`src/rtl/instr_fetch_rv.sv`:
```
// RV32I fetch stage: owns the PC, issues instruction-memory requests and hands
// {instruction, PC} to decode; applies redirects and traps on misalignment or timeout.
module instr_fetch_rv #(
    parameter logic [31:0] RESET_PC = 32'h0000_0000,
    parameter int          TIMEOUT  = 16
) (
    input  logic        iwClk,
    input  logic        iwnRst,
    output logic        owIMemReq,
    output logic [31:0] owIMemAddr,
    input  logic        iwIMemAck,
    input  logic [31:0] iwIMemData,
    output logic        owValid,
    input  logic        iwReady,
    output logic [31:0] owInstr,
    output logic [31:0] owPc,
    input  logic        iwRedirectValid,
    input  logic [31:0] iwRedirectPc,
    input  logic [1:0]  iwNextPcSrc,
    input  logic [19:0] iwImm20,
    input  logic [11:0] iwImm12,
    input  logic [31:0] iwRs1,
    input  logic        iwAluBit0,
    input  logic        iwBranchInverted,
    output logic        owFault
);

    localparam int TW = $clog2(TIMEOUT + 1);

    localparam logic [1:0] SRC_SEQ  = 2'd0;
    localparam logic [1:0] SRC_JAL  = 2'd1;
    localparam logic [1:0] SRC_JALR = 2'd2;
    localparam logic [1:0] SRC_B    = 2'd3;

    typedef enum logic [1:0] {
        ST_IDLE  = 2'd0,
        ST_FETCH = 2'd1,
        ST_HOLD  = 2'd2,
        ST_FAULT = 2'd3
    } state_t;

    state_t          r_state, w_state_nxt;
    logic [31:0]     r_pc, w_pc_nxt;
    logic            r_kill, w_kill_nxt;
    logic [TW-1:0]   r_tmo, w_tmo_nxt;
    logic [31:0]     r_instr, w_instr_nxt;
    logic [31:0]     r_pc_out, w_pc_out_nxt;
    logic            r_req, r_valid, r_fault;

    logic [31:0]     w_seq, w_jal, w_br, w_jalr, w_target;
    logic            w_taken, w_misaligned;

    assign w_seq  = iwRedirectPc + 32'd4;
    assign w_jal  = iwRedirectPc + {{11{iwImm20[19]}}, iwImm20[19], iwImm20[7:0],
                                    iwImm20[8], iwImm20[18:9], 1'b0};
    assign w_br   = iwRedirectPc + {{19{iwImm12[11]}}, iwImm12[11], iwImm12[0],
                                    iwImm12[10:5], iwImm12[4:1], 1'b0};
    assign w_jalr = (iwRs1 + {{20{iwImm12[11]}}, iwImm12}) & ~32'h0000_0001;
    assign w_taken = iwAluBit0 ^ iwBranchInverted;

    // Redirect target selection from the resolved next-PC source
    always_comb begin
        w_target = w_seq;
        case (iwNextPcSrc)
            SRC_SEQ:  w_target = w_seq;
            SRC_JAL:  w_target = w_jal;
            SRC_JALR: w_target = w_jalr;
            SRC_B:    w_target = w_taken ? w_br : w_seq;
            default:  w_target = w_seq;
        endcase
    end

    assign w_misaligned = (w_target[1:0] != 2'b00);

    // Next-state, PC, kill and timeout logic
    always_comb begin
        w_state_nxt  = r_state;
        w_pc_nxt     = r_pc;
        w_kill_nxt   = r_kill;
        w_tmo_nxt    = r_tmo;
        w_instr_nxt  = r_instr;
        w_pc_out_nxt = r_pc_out;
        case (r_state)
            ST_IDLE: begin
                w_tmo_nxt = '0;
                if (iwRedirectValid && w_misaligned) begin
                    w_state_nxt = ST_FAULT;
                end else if (iwRedirectValid) begin
                    w_pc_nxt    = w_target;
                    w_state_nxt = ST_FETCH;
                end else begin
                    w_state_nxt = ST_FETCH;
                end
            end
            ST_FETCH: begin
                if (iwRedirectValid && w_misaligned) begin
                    w_state_nxt = ST_FAULT;
                end else if (iwIMemAck) begin
                    // Any ack ends the outstanding access; only an unkilled, unredirected one is kept
                    w_tmo_nxt = '0;
                    if (iwRedirectValid) begin
                        w_pc_nxt   = w_target;
                        w_kill_nxt = 1'b0;
                    end else if (r_kill) begin
                        w_kill_nxt = 1'b0;
                    end else begin
                        w_instr_nxt  = iwIMemData;
                        w_pc_out_nxt = r_pc;
                        w_state_nxt  = ST_HOLD;
                    end
                end else if (r_tmo == TW'(TIMEOUT - 1)) begin
                    w_state_nxt = ST_FAULT;
                end else begin
                    w_tmo_nxt = r_tmo + TW'(1);
                    if (iwRedirectValid) begin
                        w_pc_nxt   = w_target;
                        w_kill_nxt = 1'b1;
                    end else begin
                        w_kill_nxt = r_kill;
                    end
                end
            end
            ST_HOLD: begin
                if (iwRedirectValid && w_misaligned) begin
                    w_state_nxt = ST_FAULT;
                end else if (iwRedirectValid) begin
                    w_pc_nxt    = w_target;
                    w_tmo_nxt   = '0;
                    w_state_nxt = ST_FETCH;
                end else if (iwReady) begin
                    w_pc_nxt    = r_pc + 32'd4;
                    w_tmo_nxt   = '0;
                    w_state_nxt = ST_FETCH;
                end else begin
                    w_state_nxt = ST_HOLD;
                end
            end
            ST_FAULT: begin
                w_state_nxt = ST_FAULT;
            end
            default: begin
                w_state_nxt = ST_IDLE;
            end
        endcase
    end

    // State and datapath registers; output flags are registered from the next state
    always_ff @(posedge iwClk or negedge iwnRst) begin
        if (!iwnRst) begin
            r_state  <= ST_IDLE;
            r_pc     <= RESET_PC;
            r_kill   <= 1'b0;
            r_tmo    <= '0;
            r_instr  <= 32'h0000_0000;
            r_pc_out <= 32'h0000_0000;
            r_req    <= 1'b0;
            r_valid  <= 1'b0;
            r_fault  <= 1'b0;
        end else begin
            r_state  <= w_state_nxt;
            r_pc     <= w_pc_nxt;
            r_kill   <= w_kill_nxt;
            r_tmo    <= w_tmo_nxt;
            r_instr  <= w_instr_nxt;
            r_pc_out <= w_pc_out_nxt;
            r_req    <= (w_state_nxt == ST_FETCH);
            r_valid  <= (w_state_nxt == ST_HOLD);
            r_fault  <= (w_state_nxt == ST_FAULT);
        end
    end

    assign owIMemReq  = r_req;
    assign owIMemAddr = r_pc;
    assign owValid    = r_valid;
    assign owInstr    = r_instr;
    assign owPc       = r_pc_out;
    assign owFault    = r_fault;

endmodule

```
`config.mk`:
```
export PLATFORM = sky130hd
export DESIGN_NAME = instr_fetch_rv
export DESIGN_NICKNAME = d
export VERILOG_FILES = /design/src/rtl/instr_fetch_rv.sv
export SDC_FILE = /design/constraint.sdc
export NUM_CORES = 1
export LEC_CHECK = 0
export CELL_PAD_IN_SITES_DETAIL_PLACEMENT = 1
export CELL_PAD_IN_SITES_GLOBAL_PLACEMENT = 2
export CORE_MARGIN = 2
export CORE_UTILIZATION = 33
export CTS_CLUSTER_DIAMETER = 80
export DETAILED_ROUTE_END_ITERATION = 10
export MAX_ROUTING_LAYER = met4
export PLACE_DENSITY = 0.87
export SYNTH_ARGS = -nofsm -noshare
export SYNTH_HDL_FRONTEND = slang
export SYNTH_SLANG_ARGS = --single-unit
```
`constraint.sdc`:
```
create_clock -name iwClk -period 7 [get_ports iwClk]
set_clock_uncertainty 0.2 [all_clocks]
set_input_delay 1.05 -clock iwClk [delete_from_list [all_inputs] [get_ports iwClk]]
set_output_delay 1.05 -clock iwClk [all_outputs]
set_load 0.05 [all_outputs]
```
======== Word-level counts from Yosys, hierarchy flattened ========
Index checks and enable logic that the tools add are counted.
word-level totals
  output and inout bits ................... 99
  logic and storage cells ................. 76
  register bits ........................... 107
operators by class
  reductions and logical operators ........ 10
  add/sub/neg operators ................... 6
  bitwise operators ....................... 4
  equal/unequal tests ..................... 16
  mux-type cells .......................... 31
operator list
  cell                                                                   count
  32-bit 2-to-1 mux                                                      9
  32-bit one-hot mux with 4 select lines                                 1
  32-bit adder                                                           3
  32-bit one-hot mux with 3 select lines                                 1
  32-bit by 3-bit adder with 32-bit output, second input constant        2
  5-bit 2-to-1 mux                                                       6
  2-bit 2-to-1 mux                                                       9
  5-bit one-hot mux with 3 select lines                                  1
  2-bit equality test, second input constant                             6
  5-bit AND reduction                                                    2
  2-bit inequality test, second input constant                           4
  2-bit one-hot mux with 4 select lines                                  1
  2-bit by 1-bit equality test with 1-bit output, second input constant  3
  3-bit inequality test, second input constant                           2
  6-bit AND reduction                                                    1
  5-bit by 1-bit adder with 5-bit output, second input constant          1
  5-bit by 4-bit equality test with 1-bit output, second input constant  1
  2-bit zero test                                                        2
  4-bit AND reduction                                                    1
  2-bit nonzero test                                                     2
  1-bit 2-to-1 mux                                                       3
  1-bit inverter                                                         3
  3-bit nonzero test                                                     1
  1-bit logical AND                                                      1
  1-bit bitwise XOR                                                      1

======== Logic depth before layout (Yosys ltp) ========
  word-level depth ........................ 8
  gate-level depth with buffers ........... 13
  mapped depth without buffers ............ 11

======== Least setup slack after synthesis ========
Ideal clock, no wire load.
  kind .................................... input -> register
  start point ............................. in iwRedirectPc[1]
  end point ............................... reg r_pc[31] (netlist: owIMemAddr[31])
  library setup time ...................... 0.130 ns
  path slack .............................. 3.332 ns
  buffers on the path ..................... 0
  cell stages on the path ................. 11
  arrival ................................. 3.339 ns
  cells stage by stage .................... ha_1 > fa_1 > a211oi_1 > o21ai_1 > o2111a_1 > o21ai_1 > o32a_1 > o21a_1 > nor3_1 > nor4b_1 > o22ai_1
on the way
  cells in the longest elaborated chain, start to end .. 8
  elaborated cells between the ends (all ways) .. 19
RTL lines
  element                                                                          RTL line      RTL
  start: declaration                                                               18            input logic [31:0] iwRedirectPc,
  32-bit by 3-bit adder with 32-bit output / 32-bit adder (equally long branches)  53, 56
  32-bit 2-to-1 mux                                                                68            SRC_B: w_target = w_taken ? w_br : w_seq;
  32-bit one-hot mux with 4 select lines (*)                                       64            case (iwNextPcSrc)
  32-bit 2-to-1 mux                                                                88, 101, 115
  32-bit 2-to-1 mux                                                                111           end else if (r_tmo == TW'(TIMEOUT - 1)) begin
  32-bit 2-to-1 mux                                                                98            end else if (iwIMemAck) begin
  32-bit 2-to-1 mux                                                                96            if (iwRedirectValid && w_misaligned) begin
  32-bit one-hot mux with 3 select lines                                           83            case (r_state)
  end signal: assignment                                                           161           r_pc <= w_pc_nxt;
  end: declaration                                                                 43            logic [31:0] r_pc, w_pc_nxt;
Mark *: on every way between the ends. The rest lies on a longest branch, timed or not. The select of a mux whose other input is x is not followed.
A chain may end at the register's enable or synchronous reset.

======== Worst setup path after layout ========
  start point ............................. in iwImm12[1]
  end point ............................... reg r_pc[21] (netlist: owIMemAddr[21])
on the way
  cells in the longest elaborated chain, start to end .. 8
  elaborated cells between the ends (all ways) .. 18
RTL lines
  element                                     RTL line      RTL
  start: declaration                          21            input logic [11:0] iwImm12,
  32-bit adder                                56            assign w_br = iwRedirectPc + {{19{iwImm12[11]}}, iwImm12[11], iwImm12[0],
  32-bit 2-to-1 mux                           68
  32-bit one-hot mux with 4 select lines (*)  64
  32-bit 2-to-1 mux                           88, 101, 115
  32-bit 2-to-1 mux                           111
  32-bit 2-to-1 mux                           98
  32-bit 2-to-1 mux                           96
  32-bit one-hot mux with 3 select lines      83
Marks and branches as above.

==> flow_summary.yaml <==
global_routing:
  grt_max_degree: 60
  grtUsageTotal_pct: 24.8
  grt_pass1_wl_um: 67800
  antenna_found_initial: 0
  overflow: 0
  grt_pass1_vias: 11800
critical_path:
  timing.rr.start: "r_tmo[0]"
  crit_path_end: "owIMemAddr[21]"
  cp.required_ns: 6.99
  worstSetupPathType: "in -> reg"
  worst-path-max-fanout: 36
  r2r_end: "owIMemAddr[30]"
  cp-end-kind: "flop"
  startpoint: "iwImm12[1]"
  r2r_slack_ns: 3.20
  crit_arrival_ns: 4.73
  rr_worst_depth: 11
  startpoint_type: "input port"
synth:
  syn_area_per_cell_um2: 8.11
  synth_flop_cell: "dfrtp_1"
  synth_top_cell_by_area: "dfrtp_1"
  synth-async-reset-ratio_pct: 100
  ys_warn_count: 0
  yosysSeqAreaShare_pct: 24.0
  synth_fp_nets: 1609
  synth_most_common_cell: "a21oi_1"
  synthCells: 1375
  ys_top_cells_by_count: "a21oi_1 (140), nand2_1 (133), nor2_1 (127)"
  synthTopCellsByArea: "dfrtp_1 (24%), ha_1 (11%), mux2_2 (6.9%), a21oi_1 (6.3%), xnor2_1 (5.0%)"
  synth_cell_types: 82
  synth_top_area_share_pct: 24.0
  ys_ff_latch: 107
  synth_edf_count: 0
  synthesis.area_mm2: 0.0112
detailed_routing:
  first_pass_iters: 5
  antenna_left: 0
  vias_per_cell: 5.76
  wl_per_cell_um: 21.2
  num_vias: 11700
  drt_drc_violations_left: 0
  drtIter0Drc: 765
  finalWirelength_um: 43100
timing:
  maxSlewHeadroom_pct: 25.8
  hold_viol: 0
  fmax_mhz: 211
  setup_viol: 0
  min_period_ns: 4.74
  fin_ws_ns: 2.26
  maxSlewViolCount: 0
  setup_tns_ns: 0
  grt_setup_unrepaired: "false"
  tightestPinTransition_ns: 1.11
  post-route-period-util_pct: 67.7
clocking:
  insertion_delay_ns: 0.35
  numCtsBuffers: 9
  ctsResizeCount: 0
  htreeDepth: 3
  clockBufferDepth: 2
  clk_pin_slew_ns: 0.07
  root_buffer: "clkbuf_16"
  hold_buffers: 0
  clock_sinks: 107
  tritoncts: "built"
  post_cts_buffers: 0
placed_design:
  numPortBuffers: 235
  gp_congestion: 0.989
  dp.cells: 2014
  place_ws_ns: 1.95
  dp_hpwl_um: 35300
run_status:
  outcome: "finished, final reports clean"
power:
  power_density_mw_per_mm2: 218
  vdd_drop_max_uv: 119
  finalPower_mw: 3.10
  p_leak_nw: 5.86
floorplanning:
  die_area_mm2: 0.0353
  initial_utilization_pct: 33.4
  die_y_um: 188
  die_x_um: 188
  core_area_mm2: 0.0334
  pin_count: 236
  rows: 67
cells_and_area:
  utilization_pct: 42.5
  multi_input_area_mm2: 0.00815
  drive_gt1_share_pct: 7.90
  layout.nets: 1811
  seqCellArea_mm2: 0.00268
  syn_to_final_growth_pct: 27.3
  final_cells: 2030
  fillCellCount: 3970
  diodes: 0
flow_run:
  cap_violations: 0
min_path:
  worstHoldPathType: "reg -> reg"
[critical path, stage by stage]
cell and delay, ns:
clkdlybuf4s50_1 0.52, inv_1 0.08, fa_1 0.55, nor2b_1 0.12, o21ai_0 0.10, a2bb2oi_2 0.29
nand2b_1 0.23, nand2_2 0.06, buf_4 0.27, nor2_1 0.79, o221ai_1 0.28, a221oi_1 0.29
a311oi_1 0.08
[stage by stage]
step | hold WS [ns] | cell area (um2)
floorplan | 0.283 | 11200
global placement | 0.285 | 13900
detailed placement | 0.294 | 13900
CTS | 0.309 | 14200
global route | 0.322 | 14200
finish | 0.303 | 14200
[layer usage]
layer | routed length [um] | track usage (%)
met1 | 21000 | 34.6
met2 | 19300 | 39.1
met3 | 1830 | 1.85
met4 | 872 | 5.78
met5 | 0 | -
[placed cells by master (no fill, tap or decap), types with 37 or more instances in the layout]
| cell | n |
|---|---|
| xnor2_1 | 64 |
| xor2_1 | 37 |
| mux2_2 | 68 |
| a21oi_1 | 140 |
| clkdlybuf4s50_1 | 233 |
| dfrtp_1 | 107 |
| ha_1 | 94 |
| a21o_1 | 40 |
| nor2_1 | 126 |
| nand2_1 | 133 |
| nand3_1 | 57 |
| o21ai_0 | 71 |
[registers in the layout, summed over array words and instances, names as in the netlist]
signal / cells
owFault: 1
owIMemAddr: 32
owIMemReq: 1
owInstr: 32
owPc: 32
owValid: 1
r_kill: 1
r_state: 2
r_tmo: 5
[worst min-delay path by stage]
stage,startpoint,end,slack (ns),cells past startpoint
after floorplan,r_kill,r_kill,0.28,2
after global placement,owInstr[5],owInstr[5],0.29,1
after detailed placement,owPc[15],owPc[15],0.29,1
after CTS,owPc[20],owPc[20],0.31,1
after global routing,owInstr[29],owInstr[29],0.32,1
final,owPc[20],owPc[20],0.30,1
[power by group]
group / total [mW] / switching, mW / leakage [nW] / internal (mW)
registers: 0.914 / 0.167 / 1.37 / 0.748
clock network: 0.484 / 0.231 / 0.132 / 0.253
logic: 1.70 / 1.08 / 4.36 / 0.620
[cell type report]
type | count | area share [%]
Timing Repair Buffer | 247 | 17.1
Sequential cell | 107 | 18.8
Tap cell | 448 | 3.95
Multi-Input combinational cell | 1185 | 57.4
Inverter | 27 | 0.713
Clock inverter | 5 | 0.264
Clock buffer | 11 | 1.71
[cells by family after synthesis]
| family | share of synthesized area [%] |
|---|---|
| simple gates | 19.8 |
| compound gates | 26.2 |
| flops | 24.0 |
| xor+xnor | 8.07 |
| fa+ha+maj | 11.1 |
| buf+inv | 2.98 |
| mux | 7.87 |
(Power assumes the default switching activity.)
